**config.mk**
```make
export PLATFORM = sky130hd
export DESIGN_NAME = blood_anim_ctrl
export DESIGN_NICKNAME = d
export VERILOG_FILES = /design/src/rtl/blood_anim_ctrl.sv
export SDC_FILE = /design/constraint.sdc
export NUM_CORES = 1
export LEC_CHECK = 0
export BUFFER_PORTS_ARGS = -buffer_cell sky130_fd_sc_hd__buf_2
export CAP_MARGIN = 20
export CORE_ASPECT_RATIO = 2
export CORE_UTILIZATION = 30
export CTS_CLUSTER_SIZE = 10
export DETAILED_ROUTE_END_ITERATION = 10
export GPL_ROUTABILITY_DRIVEN = 0
export PLACE_DENSITY = 0.63
export SYNTH_ARGS = -nofsm -noshare
export SYNTH_HDL_FRONTEND = slang
export SYNTH_SLANG_ARGS = --single-unit
```
**constraint.sdc**
```tcl
create_clock -name clk -period 3.3 [get_ports clk]
set_input_delay 0.165 -clock clk [delete_from_list [all_inputs] [get_ports clk]]
set_output_delay 0.165 -clock clk [all_outputs]
set_load 0.01 [all_outputs]
```
**src/rtl/blood_anim_ctrl.sv**
```systemverilog
// blood_anim_ctrl: sequences the blood-splatter sprite frames and gates ROM colour into an overlay pixel; define RETRIGGER_EN to let a trigger restart a running animation
module blood_anim_ctrl #(
  parameter int          NUM_FRAMES      = 16,
  parameter int          TICKS_PER_FRAME = 3,
  parameter logic [11:0] TRANSPARENT     = 12'h000
) (
  input  logic        clk,
  input  logic        reset,
  input  logic        trigger,
  input  logic [9:0]  hit_x,
  input  logic [9:0]  hit_y,
  input  logic        frame_tick,
  input  logic [9:0]  pix_x,
  input  logic [9:0]  pix_y,
  input  logic [11:0] rom_color,
  output logic [5:0]  rom_row,
  output logic [5:0]  rom_col,
  output logic [3:0]  frame_sel,
  output logic        busy,
  output logic        done,
  output logic        blood_on,
  output logic [11:0] blood_rgb
);
  localparam int TW = TICKS_PER_FRAME > 1 ? $clog2(TICKS_PER_FRAME) : 1;
  localparam logic [TW-1:0] TLAST = TW'(TICKS_PER_FRAME - 1);
  localparam logic [3:0] FLAST = 4'(NUM_FRAMES - 1);
  typedef enum logic [1:0] {IDLE, PLAY, DONE} state_t;
  state_t state;
  logic [TW-1:0] tick_cnt;
  logic [9:0] org_x, org_y, dx, dy;
  logic in_box, in_box_d, show;
  assign dx = pix_x - org_x;
  assign dy = pix_y - org_y;
  assign rom_col = dx[5:0];
  assign rom_row = dy[5:0];
  // box bounds use 11-bit sums so a sprite at the screen edge clips instead of wrapping
  assign in_box = busy
    && ({1'b0, pix_x} >= {1'b0, org_x}) && ({1'b0, pix_x} < {1'b0, org_x} + 11'd64)
    && ({1'b0, pix_y} >= {1'b0, org_y}) && ({1'b0, pix_y} < {1'b0, org_y} + 11'd64);
  assign show = in_box_d && (rom_color != TRANSPARENT);
  // animation FSM plus the two-stage overlay pipeline; leaving PLAY flushes the pipeline
  always_ff @(posedge clk or posedge reset)
    if (reset) begin
      state     <= IDLE;
      frame_sel <= '0;
      tick_cnt  <= '0;
      org_x     <= '0;
      org_y     <= '0;
      in_box_d  <= 1'b0;
      busy      <= 1'b0;
      done      <= 1'b0;
      blood_on  <= 1'b0;
      blood_rgb <= '0;
    end else begin
      done      <= 1'b0;
      in_box_d  <= in_box;
      blood_on  <= show;
      blood_rgb <= show ? rom_color : '0;
      case (state)
        IDLE:
          if (trigger) begin
            state     <= PLAY;
            busy      <= 1'b1;
            org_x     <= hit_x;
            org_y     <= hit_y;
            frame_sel <= '0;
            tick_cnt  <= '0;
          end
        PLAY:
`ifdef RETRIGGER_EN
          if (trigger) begin
            org_x     <= hit_x;
            org_y     <= hit_y;
            frame_sel <= '0;
            tick_cnt  <= '0;
          end else if (frame_tick) begin
`else
          if (frame_tick) begin
`endif
            if (tick_cnt != TLAST) tick_cnt <= tick_cnt + 1'b1;
            else begin
              tick_cnt <= '0;
              if (frame_sel != FLAST) frame_sel <= frame_sel + 1'b1;
              else begin
                state     <= DONE;
                busy      <= 1'b0;
                done      <= 1'b1;
                frame_sel <= '0;
                in_box_d  <= 1'b0;
                blood_on  <= 1'b0;
                blood_rgb <= '0;
              end
            end
          end
        default: state <= IDLE;
      endcase
    end
endmodule

```
== Word-level counts from Yosys, hierarchy flattened ==
Cells that the tools add are included.

* Register bits after elaboration: 44
* Input port bits: 56
* Output and inout port bits: 31
* Word-level logic and storage cells: 76

* Add/sub/neg operators: 6
* Magnitude comparators: 4
* Eq/ne operators: 7
* Multiplexer cells: 36
* Reductions and logical operators: 13

{| class="wikitable"
|+ Operator list
! kind !! count
|-
| two-way mux 12 bit || 5
|-
| adder 10 x 7 -> 11 bit, second input constant || 2
|-
| less-than comparator 10 x 11 -> 1 bit || 2
|-
| >= comparator 10 bit || 2
|-
| two-way mux 1 bit || 16
|-
| two-way mux 4 bit || 4
|-
| two-way mux 2 bit || 7
|-
| nonzero test 12 bit || 1
|-
| subtractor 6 bit || 2
|-
| inequality test 2 bit, second input constant || 5
|-
| one-hot mux 2 bit (2 select lines) || 2
|-
| one-hot mux 4 bit (2 select lines) || 1
|-
| AND reduction 4 bit || 2
|-
| logical AND 1 bit || 5
|-
| AND reduction 5 bit || 1
|-
| adder 4 x 1 -> 4 bit, second input constant || 1
|-
| inequality test 4 bit, second input constant || 1
|-
| AND reduction 3 bit || 1
|-
| adder 2 x 1 -> 2 bit, second input constant || 1
|-
| == test 2 x 1 -> 1 bit, second input constant || 1
|-
| zero test 2 bit || 1
|-
| one-hot mux 1 bit (2 select lines) || 1
|-
| AND reduction 2 bit || 1
|-
| nonzero test 2 bit || 1
|}

== Longest topological paths before layout ==
Gate-level depths: netlist (run 1).

* Depth after elaboration: 9
* Gate-level depth with buffers: 9
* Gate-level depth less buffers: 9

== Worst setup path before layout (run 1) ==
Ideal clock, no wire load.

* Path kind: register -> register
* From: register org_x[6]
* To: register in_box_d
* Library setup time: 95 ps
* Data arrival time: 2241 ps
* Required time: 3205 ps
* Slack: 964 ps
* Stages on the path, launching flop included: 9
* Clock period less this slack: 2336 ps
* Cells stage by stage: dfrtp_1 ha_1 xnor2_1 ha_1 a21o_1 a21o_1 a221o_1 or3_1 nor4b_2

* Longest elaborated chain between the ends: 9

{| class="wikitable"
|+ RTL lines
! what !! RTL line !! text
|-
| start: declaration || 30 || <nowiki>logic [9:0] org_x, org_y, dx, dy;</nowiki>
|-
| start signal: assignment || 64 || <nowiki>org_x <= hit_x;</nowiki>
|-
| adder 10 x 7 -> 11 bit or >= comparator 10 bit (tied branches) || 38 || <nowiki>&& ({1'b0, pix_x} >= {1'b0, org_x}) && ({1'b0, pix_x} < {1'b0, org_x} + 11'd64)</nowiki>
|-
| less-than comparator 10 x 11 -> 1 bit or logical AND 1 bit (tied branches) || 38 ||
|-
| logical AND 1 bit (*) || 38 ||
|-
| logical AND 1 bit (*) (2 in a row) || 39 || <nowiki>&& ({1'b0, pix_y} >= {1'b0, org_y}) && ({1'b0, pix_y} < {1'b0, org_y} + 11'd64);</nowiki>
|-
| two-way mux 1 bit || 83 || <nowiki>if (frame_sel != FLAST) frame_sel <= frame_sel + 1'b1;</nowiki>
|-
| two-way mux 1 bit || 80 || <nowiki>if (tick_cnt != TLAST) tick_cnt <= tick_cnt + 1'b1;</nowiki>
|-
| two-way mux 1 bit || 78 || <nowiki>if (frame_tick) begin</nowiki>
|-
| two-way mux 1 bit (*) || 59 || <nowiki>case (state)</nowiki>
|-
| end signal: assignment || 56 || <nowiki>in_box_d <= in_box;</nowiki>
|-
| end: declaration || 31 || <nowiki>logic in_box, in_box_d, show;</nowiki>
|}

Mark *: on every way between the ends. The rest lies on a longest branch, timed or not.
A chain may end at the register's enable or synchronous reset.

== Worst setup path in the final report (run 1) ==
Ends and elaborated chain as after synthesis.

==> results.md, run 1 <==
- Share of cells above drive strength 1: 0.275
- First-pass detailed-route iteration total: 4
- Tcrit/Tclk final: 0.748
- Area of the core: 8650 sq um
- Post-synthesis sequential area ratio: 0.410
- Netlist cell types: between 40 and 50
- Port Buffer Count: 86
- Latest clock arrival within the worst-skew pair: slightly below 0.3 ns
- Hold Fails Final Rpt: 0
- Crit path max fanout: 4
- Antenna cells: 0
- Area of the die: just over 9000 sq um
- Layout Nets: approximately 470
- Post-CTS Repair Setup Buffers: 0
- CTS tree: yes
- Root buffer cell: clkbuf_16
- RSZ-0062 raised after global routing: no
- Avg Cell Area, Syn: between 9 and 10 sq um
- Cts bufs inserted: 5
- WP data arrival: ~2.7 ns
- Vias after detailed routing: about 2.3k
- Startpoint types: flop
- GRT Util Overall: 0.148
- Drt wl/cell: around 13 um
- Ranking of synthesized cells by area: dfrtp_1 41%, ha_1 14%, o21ai_0 5.6%, inv_1 4.9%, nand2_1 4.2%
- Status: completed
- Worst R2R Setup Slack: between 0.8 and 0.9 ns
- Final count of negative-setup-slack endpoints: 0
- Detailed placement HPWL: 5050 um
- Clk slew on worst S/H paths: roughly 0.07 ns
- Synth Register Bits: 44
- DR vias/cell: between 4 and 5
- Die Span Y: roughly 140 um
- Drc violations: 0
- Gate Count Post-Synth: roughly 290
- Maximum VDD drop: around 0.00039 V
- Maximum clock rate: just over 0.4 GHz
- Post-Place Worst Slack: a little over 0.8 ns
- Power Density: 858 nW/um^2
- Final Skew: ~0.004 ns
- Worst Hold Class: input pin to flop
- Synth-to-layout area growth: 27.6%
- H-tree depth: 2
- Max cap viols: 0
- Worst Setup End Kind: flop
- Final WL: approximately 6300 um
- Total grt overflow: 0
- Slew HR: 0.590
- Initial antenna violation count: 0
- First-pass GRT wire length: roughly 10000 um
- Top-count cell post-synth: dfrtp_1
- Ys flop type: dfrtp_1
- Synth top area share: 0.410
- Setup ws final: 0.833 ns
- Pin count of the biggest net entering global routing: 45
- Critical path class: flop to flop
- Final core occ: 0.396
- Final Slew Violations: 0
- Clock buffer depth: 2
- Rows: 48
- Syn_nets: around 380
- Leak pwr: 1.78 nW
- Antenna Violating Nets Remaining: 0
- Starting Density: 0.310
- Clk sinks: between 40 and 50
- Yosys top cell by area: dfrtp_1
- Vias in the first global route: 2298
- Slew @ Worst Pin: between 0.6 and 0.7 ns
- Required time of the critical path: approximately 3.5 ns
- Die width: 68.9 um
- Share of flip-flops with an asynchronous set or reset: 1.00
- YS warnings: 0
- Final min period: between 2 and 2.5 ns
- Post-Syn Area: 2690 sq um
- Number of enable flip-flop cells after synthesis: 0
- Setup TNS: 0 ns
- Hold Path Depth: 3
- IO Count: between 80 and 90
- Top cells by instance count after synthesis: 44 x dfrtp_1, 35 x inv_1, 31 x ha_1
- DR iter-0 viols: 55
- R2R cell count: 8
-- metal layers --
layer / GRT usage / share of wire / vias to the layer above
met2: 0.283 / 0.57 / 58
met3: 0.0202 / 0.033 / 14
met4: 0.0680 / 0.028 / 0
li1: - / - / 1163
met5: 0 / 0 / -
met1: 0.145 / 0.37 / 1080
-- cell type report --
cell class                      count  area (sq um)
Fill cell                         906          5220
Sequential cell                    44          1100
Tap cell                          100           125
Clock buffer                        5           125
Inverter                           36           135
Timing Repair Buffer               89           468
Clock inverter                      3          46.3
Multi-Input combinational cell    201          1430
-- worst paths after layout --
| check | startpoint | end |
|---|---|---|
| worst max-delay path | org_x[6]$_DFFE_PP0P_ | in_box_d$_DFF_PP0_ |
| worst min-delay path | hit_y[5] | org_y[5]$_DFFE_PP0P_ |
| worst max register to register | org_x[6]$_DFFE_PP0P_ | in_box_d$_DFF_PP0_ |
| worst min register to register | tick_cnt[0]$_DFFE_PP0P_ | tick_cnt[0]$_DFFE_PP0P_ |
| max in group asynchronous | reset | org_x[1]$_DFFE_PP0P_ |
| min in group asynchronous | reset | blood_rgb[10]$_DFF_PP0_ |
-- worst max-delay path, stage by stage (launching register included) --
cell and delay, ns:
dfrtp_1 0.41, ha_1 0.25, xnor2_1 0.13, ha_1 0.29, a21o_1 0.16, a21o_1 0.17
a221o_1 0.33, or3_1 0.37, nor4b_2 0.26
-- layout by cell type (no fill, tap or decap), types with 2 or more instances in the layout --
master / count
nand3b_1: 4
a22o_1: 3
o211ai_1: 3
ha_1: 31
and2_1: 13
o21ai_0: 30
buf_2: 86
nor2b_1: 5
inv_1: 34
xor2_1: 2
nand3_1: 10
dfrtp_1: 44
nand4_1: 3
nor2_1: 11
nand2_1: 30
mux2_2: 2
or3_1: 3
o21bai_1: 2
clkbuf_16: 5
inv_2: 2
nand2b_1: 2
nor4_1: 3
a21oi_1: 7
a31oi_1: 3
o31ai_1: 2
o22ai_1: 2
fa_1: 2
a21o_1: 5
xnor2_1: 9
-- cell families (layout without fill, tap and decap cells) --
family                   after synthesis  after routing  share of synthesized area
AO/OA/AOI/OAI                         64             64                      0.147
AND/OR/NAND/NOR                       90             90                      0.175
adder cells (fa/ha/maj)               33             33                      0.159
buffers and inverters                 42            133                     0.0606
multiplexers                           3              3                     0.0121
flip-flops                            44             44                      0.410
XOR/XNOR                              11             11                     0.0359
-- through the flow --
stage | area [sq um] | hold WS [ns] | instances | total power, mW
after floorplan | 2690 | 0.282 | 287 | 1.91
after global placement | 3230 | 0.365 | 468 | 2.32
after detailed placement | 3230 | 0.377 | 468 | 2.38
after CTS | 3400 | 0.0730 | 476 | 2.98
after global routing | 3430 | 0.0865 | 478 | 3.24
final | 3430 | 0.0736 | 478 | 2.94
-- power breakdown --
group	switching, mW	internal [mW]	total (mW)
Sequential	0.117	0.717	0.835
Clock	0.228	0.360	0.588
Combinational	0.810	0.706	1.52
-- timing repair --
item,in CTS,in global routing
hold endpoints to repair,0,10
resized for setup,0,0
hold buffers,0,1
-- registers in the layout (all words and copies together) (netlist names) --
signal     cells
org_y         10
state          2
blood_rgb     12
blood_on       1
frame_sel      4
done           1
busy           1
tick_cnt       2
in_box_d       1
org_x         10
Note: power is estimated with default switching activity, not from simulation.
==> inputs of run 2 (changes only) <==
- clock period: 3.3 -> 2.5 ns (I/O delays scaled with it)
==> run 2 against run 1 <==
Effect of this change:
- setup slack worse by 0.71 ns
- largest cell class unchanged
- fmax up 3.8%
- clock power up 30%
- largest power group unchanged
- sequential cell count unchanged
- non-clock buffer count up 3
- global-route usage down 0.37 points
- highest routed layer unchanged
- cell count up 0.63%
- final area up 1.3%
==> results.md, run 2 (synthesis results as in run 1) <==
- Non-Filler Instances: 481 (+0.63%)
- Leak pwr: 1.80 nW (+1.2%)
- Final min period: 2.38 ns (-0.0904 ns)
- Vias after detailed routing: 2320 (+0.22%)
- Area of the core: 8650 sq um (unchanged)
- Clock buffer depth: 2 (unchanged)
- Logic gate share of total power: 0.526 (+0.010)
- Slew HR: 0.641 (+0.0511)
- Clk sinks: 44 (unchanged)
- Switch share: 0.388 (-0.00534)
- Hold Path Depth: 3 (unchanged)
- Die width: 68.9 um (unchanged)
- Clock share of power: 0.195 (-0.005)
- Crit path max fanout: 3 (-1)
- Power Density: 1130 nW/um^2 (+32%)
- Pin count of the biggest net entering global routing: 45 (unchanged)
- Hold Fails Final Rpt: 0 (unchanged)
- GRT Util Overall: 0.144 (-0.00372)
- H-tree depth: 2 (unchanged)
- IO Count: 87 (unchanged)
- Clk slew on worst S/H paths: 0.07 ns (about the same)
- Largest register FFs: 12 (unchanged)
- Hold slack final: 0.0399 ns (-0.0337 ns)
- Most common cell after layout, fill and taps aside: buf_2
- Drt wl/cell: 13.0 um (-1.8%)
- Status: completed
- Internal power: 2.41 mW (+35%)
- Rows: 48 (unchanged)
- Startpoint types: flop
- Final instance area: 3470 sq um (+1.3%)
- Final WL: 6260 um (-1.2%)
- Commonest non-fill, non-tap cells in the layout: 86 x buf_2, 44 x dfrtp_1, 34 x inv_1
- Maximum VDD drop: 0.000500 V (+29%)
- Max cap viols: 0 (unchanged)
- Share of cells above drive strength 1: 0.286 (+0.0110)
- Vias in the first global route: 2240 (-2.5%)
- Detailed placement HPWL: 4940 um (-2.2%)
- Final Skew: 0.00408 ns (+0.0000921 ns)
- Setup TNS: 0 ns (unchanged)
- Layout Nets: 469 (+0.64%)
- Inst Count DP: 468 (unchanged)
- WP data arrival: 2.57 ns (-0.10 ns)
- Latest clock arrival within the worst-skew pair: 0.29 ns (about the same)
- Tcrit/Tclk final: 0.951 (+0.203)
- Top flop regs: blood_rgb x12, org_x x10, org_y x10
- Final Slew Violations: 0 (unchanged)
- First-pass GRT wire length: 10000 um (-1.7%)
- Antenna cells: 0 (unchanged)
- Cts bufs inserted: 5 (unchanged)
- Synth-to-layout area growth: 29.3%
- Maximum clock rate: 0.421 GHz (+3.8%)
- Reg with most FFs: blood_rgb
- Die Span Y: 136 um (unchanged)
- Required time of the critical path: 2.70 ns (-0.80 ns)
- CTS tree: yes
- Antenna Violating Nets Remaining: 0 (unchanged)
- Port Buffer Count: 86 (unchanged)
- DR vias/cell: 4.82 (-0.41%)
- Starting Density: 0.310 (unchanged)
- Sequential cell fraction of total power: 0.280 (-0.004)
- First-pass detailed-route iteration total: 4 (unchanged)
- RSZ-0062 raised after global routing: no
- Post-DP Area: 3240 sq um (+0.39%)
- Total grt overflow: 0 (unchanged)
- Sw power: 1.52 mW (+32%)
- Critical path class: flop to flop
- Worst Setup End Kind: flop
- Drc violations: 0 (unchanged)
- DR iter-0 viols: 56 (+1.8%)
- Initial antenna violation count: 0 (unchanged)
- Final count of negative-setup-slack endpoints: 0 (unchanged)
- Worst Hold Class: input pin to flop
- Root buffer cell: clkbuf_16
- R2R cell count: 8 (unchanged)
- Area of the die: 9360 sq um (unchanged)
- Slew @ Worst Pin: 0.531 ns (-0.0756 ns)
run 2: path summary, 6_finish.rpt:
check / from / to / slack [ns]
max in group asynchronous: reset / org_x[2]$_DFFE_PP0P_ / 1.74
hold / removal: hit_y[7] / org_y[7]$_DFFE_PP0P_ / 0.04
setup / recovery: org_x[7]$_DFFE_PP0P_ / in_box_d$_DFF_PP0_ / 0.12
hold reg to reg: org_x[0]$_DFFE_PP0P_ / org_x[0]$_DFFE_PP0P_ / 0.53
setup reg to reg: org_x[7]$_DFFE_PP0P_ / in_box_d$_DFF_PP0_ / 0.12
min in group asynchronous: reset / blood_rgb[10]$_DFF_PP0_ / 0.29
run 2: worst max-delay path: stages, from the launching register on:
cell and delay (ns):
dfrtp_1 0.40, ha_2 0.22, xnor2_2 0.14, ha_1 0.30, a21o_1 0.16, a21o_1 0.17, a221o_1 0.33, or3_1 0.37
nor4b_2 0.21
run 2: power groups by stage:
stage          Sequential, mW  Clock (mW)  Combinational [mW]
6_report                 1.10       0.765                2.06
5_1_grt                  1.14       0.826                2.37
4_1_cts                  1.11       0.802                2.02
3_5_place_dp             1.12           0                2.00
3_3_place_gp             1.10           0                1.96
2_1_floorplan            1.10           0                1.43
run 2: per-stage QoR:
stage / setup WS [ns] / total power, mW / utilization
final: 0.123 / 3.93 / 0.401
after global routing: 0.0164 / 4.33 / 0.401
after global placement: 0.111 / 3.07 / 0.374
after floorplan: 0.164 / 2.53 / -
after detailed placement: 0.0468 / 3.12 / 0.374
after CTS: 0.0388 / 3.93 / 0.394
run 2: metal layers:
metal / vias up / global-route usage / wire (um) / part of all wire
met3: 11 / 0.0210 / 236 / 0.038
li1: 1168 / - / - / -
met5: - / 0 / 0 / 0
met4: 0 / 0.0658 / 154 / 0.025
met1: 1077 / 0.147 / 2360 / 0.38
met2: 64 / 0.269 / 3510 / 0.56
run 2: area by class of cell:
| type | instances | area, sq um |
|---|---|---|
| clock buffer | 5 | 125 |
| fill | 904 | 5180 |
| sequential | 44 | 1100 |
| inverter | 36 | 135 |
| tap | 100 | 125 |
| timing repair buffer | 92 | 503 |
| multi-input combinational | 201 | 1440 |
| clock inverter | 3 | 46.3 |
run 2: repair_timing:
| item | in CTS | in global routing |
|---|---|---|
| hold buffers | 0 | 1 |
| setup endpoints to repair | 0 | 1 |
| endpoints found under the hold margin | 0 | 8 |
| resized for setup | 0 | 2 |
| buffers inserted | 0 | 3 |
